==> config.mk <==
export PLATFORM = sky130hd
export DESIGN_NAME = asr8_seq_flat
export DESIGN_NICKNAME = d
export VERILOG_FILES = /design/src/rtl/asr8_seq_if.sv /design/src/rtl/asr8_seq.sv /design/src/flat_wrapper.sv
export SDC_FILE = /design/constraint.sdc
export NUM_CORES = 1
export LEC_CHECK = 0
export ABC_AREA = 1
export CORE_MARGIN = 2
export CORE_UTILIZATION = 25
export CTS_BUF_LIST = sky130_fd_sc_hd__clkbuf_2
export CTS_CLUSTER_DIAMETER = 30
export DETAILED_ROUTE_END_ITERATION = 7
export HOLD_SLACK_MARGIN = 0.1
export PLACE_DENSITY = 0.44
export SYNTH_ARGS = -nofsm -noshare
export SYNTH_HDL_FRONTEND = slang
export SYNTH_SLANG_ARGS = --single-unit
==> constraint.sdc <==
create_clock -name clk -period 2.7 [get_ports clk]
set_input_delay 0.27 -clock clk [delete_from_list [all_inputs] [get_ports clk]]
set_output_delay 0.27 -clock clk [all_outputs]
set_load 0.01 [all_outputs]
==> src/rtl/asr8_seq_if.sv <==
// Request/result bundle for the multi-cycle ASR8 sequencer.
// The controller drives through the master modport and the sequencer answers through the slave modport.
interface asr8_seq_if;
  logic       start;
  logic [7:0] d_in;
  logic [3:0] shamt;
  logic       busy;
  logic       done;
  logic [7:0] d_out;

  modport master (
    output start, d_in, shamt,
    input  busy, done, d_out
  );

  modport slave (
    input  start, d_in, shamt,
    output busy, done, d_out
  );
endinterface

==> src/rtl/asr8_seq.sv <==
// Arithmetic shift right of an 8-bit signed operand by 0..15.
// One 2-bit ASR8 stage is reused, shifting by up to 3 per pass.
module asr8_seq (
  input  logic      clk,
  input  logic      reset,
  asr8_seq_if.slave bus
);

  typedef enum logic [1:0] {
    IDLE  = 2'd0,
    SHIFT = 2'd1,
    DONE  = 2'd2
  } state_t;

  state_t     state_r;
  state_t     state_nx_s;
  logic [7:0] acc_r;
  logic [7:0] acc_nx_s;
  logic [3:0] rem_r;
  logic [3:0] rem_nx_s;
  logic [7:0] d_out_r;
  logic [7:0] d_out_nx_s;
  logic       busy_r;
  logic       done_r;
  logic [1:0] step_s;
  logic [7:0] shifted_s;

  function automatic logic [7:0] asr8(input logic [7:0] a, input logic [1:0] s);
    logic [7:0] r;
    case (s)
      2'd0:    r = a;
      2'd1:    r = {a[7], a[7:1]};
      2'd2:    r = {{2{a[7]}}, a[7:2]};
      2'd3:    r = {{3{a[7]}}, a[7:3]};
      default: r = a;
    endcase
    return r;
  endfunction

  // Per-pass shift amount, limited to what the ASR8 stage can do in one go.
  always_comb begin
    step_s = 2'd0;
    if (rem_r >= 4'd3) begin
      step_s = 2'd3;
    end else begin
      step_s = rem_r[1:0];
    end
  end

  assign shifted_s = asr8(acc_r, step_s);

  // State register.
  always_ff @(posedge clk or posedge reset) begin
    if (reset) begin
      state_r <= IDLE;
    end else begin
      state_r <= state_nx_s;
    end
  end

  // Next-state and datapath update selection.
  always_comb begin
    state_nx_s = state_r;
    acc_nx_s   = acc_r;
    rem_nx_s   = rem_r;
    d_out_nx_s = d_out_r;
    case (state_r)
      IDLE: begin
        if (bus.start) begin
          if (bus.shamt != 4'd0) begin
            acc_nx_s   = bus.d_in;
            rem_nx_s   = bus.shamt;
            state_nx_s = SHIFT;
          end else begin
            d_out_nx_s = bus.d_in;
            state_nx_s = DONE;
          end
        end else begin
          state_nx_s = IDLE;
        end
      end
      SHIFT: begin
        acc_nx_s = shifted_s;
        rem_nx_s = rem_r - {2'b00, step_s};
        if (rem_r == {2'b00, step_s}) begin
          d_out_nx_s = shifted_s;
          state_nx_s = DONE;
        end else begin
          state_nx_s = SHIFT;
        end
      end
      DONE: begin
        state_nx_s = IDLE;
      end
      default: begin
        state_nx_s = IDLE;
      end
    endcase
  end

  // Datapath registers; busy/done are registered from the next state so they track state exactly.
  always_ff @(posedge clk or posedge reset) begin
    if (reset) begin
      acc_r   <= 8'h00;
      rem_r   <= 4'd0;
      d_out_r <= 8'h00;
      busy_r  <= 1'b0;
      done_r  <= 1'b0;
    end else begin
      acc_r   <= acc_nx_s;
      rem_r   <= rem_nx_s;
      d_out_r <= d_out_nx_s;
      busy_r  <= (state_nx_s != IDLE);
      done_r  <= (state_nx_s == DONE);
    end
  end

  assign bus.busy  = busy_r;
  assign bus.done  = done_r;
  assign bus.d_out = d_out_r;

endmodule

==> src/flat_wrapper.sv <==
// flat-port wrapper written by rule: the top's interface ports become plain ports
module asr8_seq_flat 
  (clk, reset, bus_start, bus_d_in, bus_shamt, bus_busy, bus_done, bus_d_out);
  asr8_seq_if bus_i ();
  input  logic clk;
  input  logic reset;
  input wire logic [$bits(bus_i.start)-1:0] bus_start;
  input wire logic [$bits(bus_i.d_in)-1:0] bus_d_in;
  input wire logic [$bits(bus_i.shamt)-1:0] bus_shamt;
  output wire logic [$bits(bus_i.busy)-1:0] bus_busy;
  output wire logic [$bits(bus_i.done)-1:0] bus_done;
  output wire logic [$bits(bus_i.d_out)-1:0] bus_d_out;
  assign bus_i.start = bus_start;
  assign bus_i.d_in = bus_d_in;
  assign bus_i.shamt = bus_shamt;
  assign bus_busy = bus_i.busy;
  assign bus_done = bus_i.done;
  assign bus_d_out = bus_i.d_out;
  asr8_seq u_core (.clk(clk), .reset(reset), .bus(bus_i));
endmodule
==> results.sh <==
export IMPL_outcome="complete, no violations"
export IMPL_yosys_warnings=0
export IMPL_antenna_cells=0
export IMPL_dp_hpwl_um=2560
export IMPL_reg2reg_depth=8
export IMPL_drc=0
export IMPL_drt_wl_total_um=3560
export IMPL_yosysUniqueCellTypes=27
export IMPL_grt_ovfl_total=0
export IMPL_core_um2=5890
export IMPL_cp_arrival_ns=2.01
export IMPL_final_cell_area_um2=1810
export IMPL_async_reset_ff_share_pct=100
export IMPL_post_route_period_util_pct=63.8
export IMPL_rows=28
export IMPL_yosysTopAreaCellShare_pct=39.6
export IMPL_synth_top_family_by_area="simple AND/OR/NAND/NOR gates"
export IMPL_grt_max_degree=25
export IMPL_htreeDepth=1
export IMPL_start_kind="register"
export IMPL_vias_per_cell=4.34
export IMPL_wl_per_cell_um=11.8
export IMPL_netlist_area_um2=1520
export IMPL_max_slew_margin_rel_pct=68.5
export IMPL_vias=1307
export IMPL_cp_slowest_cell="dfrtp_1"
export IMPL_max_vdd_ir_drop_uv=426
export IMPL_port_buffers=24
export IMPL_drt_iter0_drc=76
export IMPL_whs_ns=0.189
export IMPL_synth_simple_gate_area_share_pct=43.2
export IMPL_start_util_pct=25.8
export IMPL_clkSinkCount=24
export IMPL_post_synth_top_count_cell="nand2_1"
export IMPL_synthTopCellsByArea="dfrtp_1, nand2_1, nand3_1"
export IMPL_area_growth_pct=19.5
export IMPL_ant_nets=0
export IMPL_yosysTopAreaCell="dfrtp_1"
export IMPL_pwr_share_seq_pct=29.7
export IMPL_crit_path_end_kind="register"
export IMPL_cp_max_fo=10
export IMPL_die_x_um=81.9
export IMPL_cts_path_max_buffers=2
export IMPL_hold_viol=0
export IMPL_fmax_mhz=580
export IMPL_synth_compound_area_share_pct=5.94
export IMPL_grt_total_usage_pct=12.1
export IMPL_cap_violations=0
export IMPL_worstSetupPathType="register to register"
export IMPL_crit_required_ns=2.99
export IMPL_critPathMaxStageDelay_ns=0.56
export IMPL_min_path_type="input pin to async pin"
export IMPL_place_worst_setup_slack_ns=1.01
export IMPL_avgSynthCellArea_um2=7.43
export IMPL_p_leak_nw=0.919
export IMPL_yosysSeqAreaShare_pct=39.6
export IMPL_layout_setup_ws_ns=0.977
export IMPL_worstSetupPathDepth=8
export IMPL_cts_inserted_buffers=3
export IMPL_p_sw_w=0.00117
export IMPL_synth_edf_count=0
export IMPL_grt_pass1_wl_um=6200
export IMPL_crit_buf_inv=1
export IMPL_grt_pass1_vias=1295
export IMPL_fin_crit_ns=1.72
export IMPL_die_area_um2=6710
export IMPL_cts_setup_buffers=0
export IMPL_ios=25
export IMPL_syn_inst=204
export IMPL_dpl_instance_area_um2=1790
export IMPL_antenna_found_initial=0
export IMPL_synth_top_cells_by_count="nand2_1, dfrtp_1, nand3_1, inv_1, nand4_1"
export IMPL_ys_ff_latch=24
export IMPL_cts_hold_buffers=0
export IMPL_p_int_w=0.00112
export IMPL_skew_ns=0.0172
export IMPL_combPwrFrac_pct=63.3
export IMPL_synth_xor_area_share_pct=0
export IMPL_clock_root_buffer="clkbuf_2"
export IMPL_finalMaxSlewViolations=0
export IMPL_tns_ns=0
export IMPL_synth_adder_area_share_pct=0.825
export IMPL_muxShareOfSynthArea_pct=0
export IMPL_critical_path_top_delay_family="flip-flops"
export IMPL_gp_congestion=0.761
export IMPL_clock_latency_ns=0.38
export IMPL_num_nets_final=243
export IMPL_worst_slew_pin_transition_ns=0.471
export IMPL_syn_nets=220
export IMPL_powerDensity_nw_per_um2=1260
export IMPL_cts_tree="built"
export IMPL_ctsResizeCount=0
export IMPL_power_share_clock_pct=6.9
export IMPL_fp_dieH_um=81.9
export IMPL_ys_flop_type="dfrtp_1"
export IMPL_finalSetupViolations=0
export IMPL_clk_pin_slew_ns=0.27
export IMPL_sw_frac_of_total_pct=51.1
export IMPL_rsz0062_at_grt="false"
export IMPL_drive_gt1_share_pct=13.7
export IMPL_crit_chain="inv_2, nand2_1, ha_1, or2_2, nand3_1, o21ai_0, nand2_1, o21ai_0"
export IMPL_drt_pass1_iter_count=4
-- power by group through the flow --
stage	registers [W]	logic [W]	clock network [W]
detailed placement	0.000689	0.00147	0
floorplan	0.000681	0.00115	0
CTS	0.000680	0.00148	0.000165
global route	0.000705	0.00168	0.000171
global placement	0.000691	0.00148	0
finish	0.000680	0.00145	0.000159
-- stage by stage --
step           cells  utilization, %  power, W
2_1_floorplan    204               -   0.00183
3_3_place_gp     297            30.5   0.00217
3_5_place_dp     297            30.5   0.00216
4_1_cts          301            30.8   0.00232
5_1_grt          301            30.8   0.00255
6_report         301            30.8   0.00229
-- per-layer routing --
layer	track usage (%)	wire length [µm]	vias to the layer above
li1	-	-	689
met1	16.5	1790	591
met2	19.8	1610	22
met3	1.76	108	5
met4	4.00	58	0
met5	0	0	-
-- cell usage in the layout, fill, tap and decap left out --
| master | count |
|---|---|
| a21boi_4 | 1 |
| a21oi_1 | 1 |
| buf_4 | 1 |
| clkbuf_2 | 3 |
| clkdlybuf4s50_1 | 24 |
| clkinv_1 | 1 |
| dfrtp_1 | 24 |
| ha_1 | 1 |
| inv_1 | 16 |
| inv_2 | 5 |
| inv_4 | 1 |
| inv_6 | 1 |
| nand2_1 | 88 |
| nand2_2 | 3 |
| nand2_4 | 5 |
| nand3_1 | 20 |
| nand3_2 | 1 |
| nand4_1 | 8 |
| nand4_2 | 1 |
| nor2_1 | 4 |
| nor2_2 | 1 |
| nor2_4 | 2 |
| nor2_8 | 1 |
| o21ai_0 | 7 |
| o21ai_1 | 1 |
| o21ai_2 | 3 |
| or2_2 | 2 |
-- registers in the layout, indices dropped and copies added, names as in the netlist --
signal / count
u_core.acc_r: 8
u_core.bus.busy: 1
u_core.bus.done: 1
u_core.rem_r: 4
u_core.state_r: 2
u_core.bus.d_out: 8
-- kinds of logic after synthesis --
family	count (synthesis)
adders and majority gates	1
AOI/OAI and AO/OA	13
and+or+nand+nor	136
buffers and inverters	30
DFF	24
-- layout make-up --
class	count	area, µm²
clock buffer	3	15.0
tap	75	93.8
timing repair buffer	25	248
clock inverter	1	3.75
inverter	23	93.8
fill	655	4070
multi-input combinational	150	757
sequential	24	601
-- tightest hold or removal path, cell delays in order --
cell and delay, ns:
clkdlybuf4s50_1 0.39, inv_1 0.05, buf_4 0.31
-- worst paths after layout --
check | endpoint | slack [ns] | startpoint
min in group clk | u_core.rem_r[3] | 0.48 | bus_start
worst max register to register | u_core.rem_r[2] | 0.98 | u_core.rem_r[0]
worst min-delay path | u_core.rem_r[0] | 0.19 | reset
worst min register to register | u_core.bus.d_out[7] | 0.52 | u_core.bus.d_out[7]
worst max-delay path | u_core.rem_r[2] | 0.98 | u_core.rem_r[0]
max in group asynchronous | u_core.acc_r[6] | 2.25 | reset
Note: power is estimated with default switching activity, not from simulation.
